**config.mk**
```make
export PLATFORM = sky130hd
export DESIGN_NAME = opb_snapshot_simulink2ppc
export DESIGN_NICKNAME = d
export VERILOG_FILES = /design/src/rtl/opb_slave_pkg.sv /design/src/rtl/opb_slave_if.sv /design/src/rtl/opb_snapshot_simulink2ppc.sv
export SDC_FILE = /design/constraint.sdc
export NUM_CORES = 1
export LEC_CHECK = 0
export BUFFER_PORTS_ARGS = -buffer_cell sky130_fd_sc_hd__buf_2
export CAP_MARGIN = 20
export CELL_PAD_IN_SITES_DETAIL_PLACEMENT = 1
export CELL_PAD_IN_SITES_GLOBAL_PLACEMENT = 1
export CORE_MARGIN = 2
export CORE_UTILIZATION = 42
export CTS_CLUSTER_DIAMETER = 60
export DETAILED_ROUTE_END_ITERATION = 10
export PLACE_DENSITY = 0.83
export SLEW_MARGIN = 20
export SYNTH_ARGS = -nofsm -noshare
export SYNTH_HDL_FRONTEND = slang
export SYNTH_SLANG_ARGS = --single-unit
```
**constraint.sdc**
```tcl
create_clock -name OPB_Clk -period 4.43 [get_ports OPB_Clk]
set_input_delay 0.443 -clock OPB_Clk [delete_from_list [all_inputs] [get_ports OPB_Clk]]
set_output_delay 0.443 -clock OPB_Clk [all_outputs]
set_load 0.02 [all_outputs]
```
**src/rtl/opb_slave_pkg.sv**
```systemverilog
// opb_slave_pkg: register map, bit positions, bus FSM states and OPB bit-order helpers
package opb_slave_pkg;
  localparam logic [5:0] DATA_OFS = 6'd0;
  localparam logic [5:0] STATUS_OFS = 6'd1;
  localparam logic [5:0] CTRL_OFS = 6'd2;
  localparam int ST_NEW = 0;
  localparam int ST_EN = 1;
  localparam int ST_OVR = 16;
  localparam int CT_EN = 0;
  localparam int CT_CLR = 1;
  typedef enum logic [1:0] {IDLE, ACK, WAIT} state_t;
  function automatic logic [31:0] be2le(input logic [0:31] b);
    logic [31:0] r;
    for (int i = 0; i < 32; i++) r[i] = b[31-i];
    return r;
  endfunction
  function automatic logic [0:31] le2be(input logic [31:0] l);
    logic [0:31] r;
    for (int i = 0; i < 32; i++) r[31-i] = l[i];
    return r;
  endfunction
endpackage

```
**src/rtl/opb_slave_if.sv**
```systemverilog
// opb_slave_if: OPB address decode and IDLE/ACK/WAIT handshake producing one ack per select
module opb_slave_if
  import opb_slave_pkg::*;
#(
  parameter logic [31:0] C_BASEADDR = 32'h0110C100,
  parameter logic [31:0] C_HIGHADDR = 32'h0110C1FF
) (
  input  logic        clk,
  input  logic        rst_n,
  input  logic [0:31] abus,
  input  logic [0:3]  be,
  input  logic [0:31] dbus,
  input  logic        rnw,
  input  logic        select,
  input  logic [31:0] rd_data,
  output logic        xfer_ack,
  output logic [31:0] dout,
  output logic        rd_stb,
  output logic        wr_stb,
  output logic [5:0]  ofs,
  output logic [5:0]  xfer_ofs,
  output logic [31:0] wr_data,
  output logic        wr_lsb
);
  state_t state;
  logic hit;
  logic unused_bits;
  assign hit = select && abus >= C_BASEADDR && abus <= C_HIGHADDR;
  assign ofs = abus[24:29];
  assign unused_bits = ^{abus[30:31], be[0:2]};
  // handshake FSM; ack, read data and strobes are registered so they all live in the ACK cycle
  always_ff @(posedge clk or negedge rst_n)
    if (!rst_n) begin
      state <= IDLE;
      xfer_ack <= 1'b0;
      dout <= '0;
      rd_stb <= 1'b0;
      wr_stb <= 1'b0;
      xfer_ofs <= '0;
      wr_data <= '0;
      wr_lsb <= 1'b0;
    end else begin
      case (state)
        IDLE: if (hit) begin
          state <= ACK;
          xfer_ack <= 1'b1;
          dout <= rnw ? rd_data : '0;
          rd_stb <= rnw;
          wr_stb <= !rnw;
          xfer_ofs <= ofs;
          wr_data <= be2le(dbus);
          wr_lsb <= be[3];
        end
        ACK: begin
          state <= WAIT;
          xfer_ack <= 1'b0;
          dout <= '0;
          rd_stb <= 1'b0;
          wr_stb <= 1'b0;
        end
        WAIT: if (!select) state <= IDLE;
        default: state <= IDLE;
      endcase
    end
endmodule

```
**src/rtl/opb_snapshot_simulink2ppc.sv**
```systemverilog
// opb_snapshot_simulink2ppc: fabric-to-PowerPC snapshot register with new-data flag and overrun counter
module opb_snapshot_simulink2ppc
  import opb_slave_pkg::*;
#(
  parameter logic [31:0] C_BASEADDR = 32'h0110C100,
  parameter logic [31:0] C_HIGHADDR = 32'h0110C1FF,
  parameter int C_OPB_AWIDTH = 32,
  parameter int C_OPB_DWIDTH = 32,
  parameter string C_FAMILY = "virtex6"
) (
  input  logic                    OPB_Clk,
  input  logic                    OPB_Rst_n,
  input  logic [0:C_OPB_AWIDTH-1] OPB_ABus,
  input  logic [0:3]              OPB_BE,
  input  logic [0:C_OPB_DWIDTH-1] OPB_DBus,
  input  logic                    OPB_RNW,
  input  logic                    OPB_select,
  input  logic                    OPB_seqAddr,
  output logic [0:C_OPB_DWIDTH-1] Sl_DBus,
  output logic                    Sl_xferAck,
  output logic                    Sl_errAck,
  output logic                    Sl_retry,
  output logic                    Sl_toutSup,
  input  logic [31:0]             user_data_in,
  input  logic                    user_data_valid,
  output logic                    user_new_data,
  output logic                    user_enable
);
  logic [31:0] hold, rd_data, status, dout, wr_data;
  logic [15:0] ovr;
  logic [5:0] ofs, xfer_ofs;
  logic new_flag, enable, rd_stb, wr_stb, wr_lsb;
  logic cap, rd_clr, ctrl_wr, clr_ovr;
  logic unused;
  opb_slave_if #(.C_BASEADDR(C_BASEADDR), .C_HIGHADDR(C_HIGHADDR)) u_if (
    .clk(OPB_Clk),
    .rst_n(OPB_Rst_n),
    .abus(OPB_ABus),
    .be(OPB_BE),
    .dbus(OPB_DBus),
    .rnw(OPB_RNW),
    .select(OPB_select),
    .rd_data(rd_data),
    .xfer_ack(Sl_xferAck),
    .dout(dout),
    .rd_stb(rd_stb),
    .wr_stb(wr_stb),
    .ofs(ofs),
    .xfer_ofs(xfer_ofs),
    .wr_data(wr_data),
    .wr_lsb(wr_lsb)
  );
  assign Sl_DBus = le2be(dout);
  assign Sl_errAck = 1'b0;
  assign Sl_retry = 1'b0;
  assign Sl_toutSup = 1'b0;
  assign user_new_data = new_flag;
  assign user_enable = enable;
  assign cap = user_data_valid && enable;
  assign rd_clr = rd_stb && xfer_ofs == DATA_OFS;
  assign ctrl_wr = wr_stb && xfer_ofs == CTRL_OFS && wr_lsb;
  assign clr_ovr = ctrl_wr && wr_data[CT_CLR];
  assign unused = ^{OPB_seqAddr, wr_data[31:2], C_FAMILY == ""};
  // status word assembly and read mux on the live word offset
  always_comb begin
    status = '0;
    status[ST_NEW] = new_flag;
    status[ST_EN] = enable;
    status[ST_OVR+:16] = ovr;
    rd_data = ofs == DATA_OFS ? hold : ofs == STATUS_OFS ? status : '0;
  end
  // capture, new-data flag, overrun count and enable; a capture beats a same-cycle DATA read clear
  always_ff @(posedge OPB_Clk or negedge OPB_Rst_n)
    if (!OPB_Rst_n) begin
      hold <= '0;
      new_flag <= 1'b0;
      ovr <= '0;
      enable <= 1'b0;
    end else begin
      hold <= cap ? user_data_in : hold;
      new_flag <= cap || (new_flag && !rd_clr);
      ovr <= clr_ovr ? '0 : (cap && new_flag && ovr != 16'hFFFF) ? ovr + 16'd1 : ovr;
      enable <= ctrl_wr ? wr_data[CT_EN] : enable;
    end
endmodule

```
==> impl_metrics.csv <==
group,metric,value,unit
synth,syn_avg_cell_area,11.39,µm²
timing,fin_ws,1960,ps
finish,nFillCells,1182,
synth,ys_top_cells_by_area,"dfrtp_1 (53%), mux2_2 (15%), mux2i_1 (7.7%), nand2_1 (6.7%), nor4b_1 (1.7%)",
die,rows,37,
clock_tree,cts.path.max_buffers,2,
finish,multi_input_area,2032,µm²
die,die_area,11640,µm²
timing,max_clock_freq,0.4049,GHz
die,dieHeight,107.9,µm
pwr,powerDensity,273.4,nW/µm²
outcome,run_status,"complete, no violations",
synth,synthCells,398,
drt,drt_wl_total,11.25,mm
worst_setup_path,critPathArrivalTime,2760,ps
finish,areaGrowthSynthToFinish,18.25,%
placed_design,gp_congestion,0.7723,
clock_tree,cts_setup_buffers,0,
clock_tree,cts_resized,0,
drt,drt_iter0_markers,163,
clock_tree,numClockSinks,96,
pwr,sequentialPowerShare,0.598,
global_route,antenna_found_initial,0,
worst_setup_path,end_kind,"flip-flop",
clock_tree,numCtsBuffers,9,
timing,worst_pin_slew,972.8,ps
drt,dr.pass1.iters,4,
clock_tree,cts_root_buf,"clkbuf_8",
timing,slew_headroom,0.3499,
drt,drc,0,
placed_design,numPortBuffers,104,
synth,ys.flop_type,"dfrtp_1",
synth,seq_area_frac_synth,0.5301,
worst_setup_path,path_class,"flip-flop to flip-flop",
min_path,hold_class,"primary input to async pin",
timing,fin_setup_tns,0,ps
pwr,power,1465,µW
timing,rsz0062_at_grt,"no",
timing,hold_viol_final,0,
pwr,leakagePower,0.002512,µW
flow_run,drv_cap,0,
clock_tree,path_clk_slew,90,ps
placed_design,dp_hpwl,8.197,mm
pwr,clkPwrFrac,0.356,
synth,synth_edf_count,0,
clock_tree,cts_tree,"built",
pwr,pwr-share-comb,0.046,
die,initial_utilization,0.4351,
synth,yosys.area.top_type,"dfrtp_1",
drt,wl_per_cell,17.57,µm
die,io_pins,144,
drt,via_per_inst,5.395,
drt,vias,3453,
synth,syn_area,4532,µm²
pwr,swShare,0.2427,
finish,insertedDiodeCount,0,
synth,synth.distinct_cells,44,
finish,post_route_cells_drive_above_1_share,0.3869,
clock_tree,clkLatencyLatePin,370,ps
timing,slew_violations,0,
synth,synth_warnings,0,
placed_design,dp_slack,1791,ps
timing,fin_worst_skew,13.38,ps
timing,fin_crit,2470,ps
pwr,ir_drop,0.1877,mV
global_route,grt_first_pass_wirelength,18.35,mm
global_route,grt_pass1_vias,3687,
timing,min_period_over_period,0.5575,
die,core_area,10420,µm²
worst_setup_path,cp_max_fo,28,
timing,setup_viol,0,
global_route,grt_max_degree,50,
synth,netlist.area_leader.share,0.5301,
worst_setup_path,crit_required,4720,ps
pwr,p_int,1109,µW
clock_tree,cts_max_level,3,
die,die_w,107.9,µm
finish,ff_latch_area,2402,µm²
finish,final_nets,606,
global_route,grt_overflow,0,
synth,async_flop_share,1.000,
drt,detail-route-antenna-nets,0,
worst_setup_path,reg2reg_slack,1960,ps
worst_setup_path,start_kind,"flip-flop",
clock_tree,hold_buffers,0,
synth,ys_ff_latch,96,
global_route,grt_use_total,0.2035,
pwr,p_switching,355.6,µW
==> flip-flops by register name, summed over array words and instances, names as in the netlist <==
register,count
u_if.wr_data,2
u_if.xfer_ofs,6
u_if.state,2
user_enable,1
u_if.dout,32
ovr,16
u_if.rd_stb,1
u_if.wr_stb,1
hold,32
u_if.wr_lsb,1
user_new_data,1
u_if.xfer_ack,1
==> cell usage in the layout, fill, tap and decap left out, types with 5 or more instances in the layout <==
| cell | n |
|---|---|
| a21oi_1 | 6 |
| and3_1 | 5 |
| buf_2 | 103 |
| buf_4 | 8 |
| clkbuf_8 | 9 |
| dfrtp_1 | 96 |
| mux2_2 | 60 |
| mux2i_1 | 35 |
| nand2_1 | 81 |
| nand3_1 | 8 |
| nand4_1 | 9 |
| nor2_1 | 6 |
| nor3_1 | 6 |
| nor4_1 | 5 |
| nor4b_1 | 9 |
| or4_1 | 5 |
==> cell usage after synthesis (all sizes together), types with 2 or more instances <==
cell type	number
or4	6
mux2i	35
nor4b	9
o21ai	4
o31ai	4
nor2	7
mux2	60
nand4	9
nor4bb	2
nand2	81
and3	5
buf	12
dfrtp	96
inv	2
or4b	3
clkbuf	11
nand3	9
or3	4
nor3	8
and2	2
o211ai	4
a21oi	6
nor4	6
==> final timing paths <==
| path | to | cells after the start | start |
|---|---|---|---|
| min in group OPB_Clk | u_if.wr_stb$_DFFE_PN0P_ | 2 | OPB_RNW |
| worst min register to register | u_if.xfer_ack$_DFFE_PN0P_ | 1 | u_if.xfer_ack$_DFFE_PN0P_ |
| worst min-delay path | u_if.dout[26]$_DFFE_PN0P_ | 1 | OPB_Rst_n |
| worst max register to register | u_if.dout[15]$_DFFE_PN0P_ | 5 | u_if.state[0]$_DFFE_PN0P_ |
| worst max-delay path | u_if.dout[15]$_DFFE_PN0P_ | 5 | u_if.state[0]$_DFFE_PN0P_ |
| max in group asynchronous | ovr[15]$_DFFE_PN0P_ | 2 | OPB_Rst_n |
==> power by group through the flow <==
| stage | combinational [µW] | sequential, µW | clock (µW) |
|---|---|---|---|
| 2_1_floorplan | 15.4 | 893 | 0 |
| 3_3_place_gp | 67.0 | 893 | 0 |
| 4_1_cts | 69.7 | 876 | 540 |
| 3_5_place_dp | 69.4 | 893 | 0 |
| 6_report | 68.0 | 875 | 521 |
| 5_1_grt | 76.1 | 876 | 572 |
==> logic make-up (layout without fill, tap and decap cells) <==
logic type,Yosys count,after routing,synth area share
simple gates,154,154,0.1764
buf+inv,25,129,0.02485
compound gates,26,26,0.03866
mux,95,95,0.2264
fa+ha+maj,1,1,0.002760
other cells,1,3,0.0008275
flops,96,96,0.5301
==> worst max-delay path, stage by stage, from the launching register on <==
cell     delay [ps]
dfrtp_1         420
nor4b_1         330
nand4_1         190
nor2_4          800
buf_4           400
mux2i_1         240
==> final cells by class <==
cell class,count,area share
inverter,2,0.001401
clock buffer,10,0.02382
multi-input combinational,279,0.3792
tap,136,0.03175
clock inverter,6,0.008172
timing repair buffer,111,0.1074
sequential,96,0.4483
==> per-stage QoR <==
stage / cell area [µm²] / cells / hold WS [ps] / utilization
after floorplan: 4539 / 400 / 147.4 / -
after global placement: 5187 / 624 / 455.6 / 0.4980
after detailed placement: 5187 / 624 / 465.7 / 0.4980
after CTS: 5359 / 640 / 101.4 / 0.5145
after global routing: 5359 / 640 / 128.0 / 0.5145
final: 5359 / 640 / 85.50 / 0.5145
==> layer usage <==
metal	vias to the layer above	global-route usage	part of all wire
met5	-	0	0
met3	15	0.05145	0.053
met4	0	0.07326	0.016
met1	1734	0.2528	0.44
li1	1631	-	-
met2	73	0.3428	0.49
(Power assumes the default switching activity.)
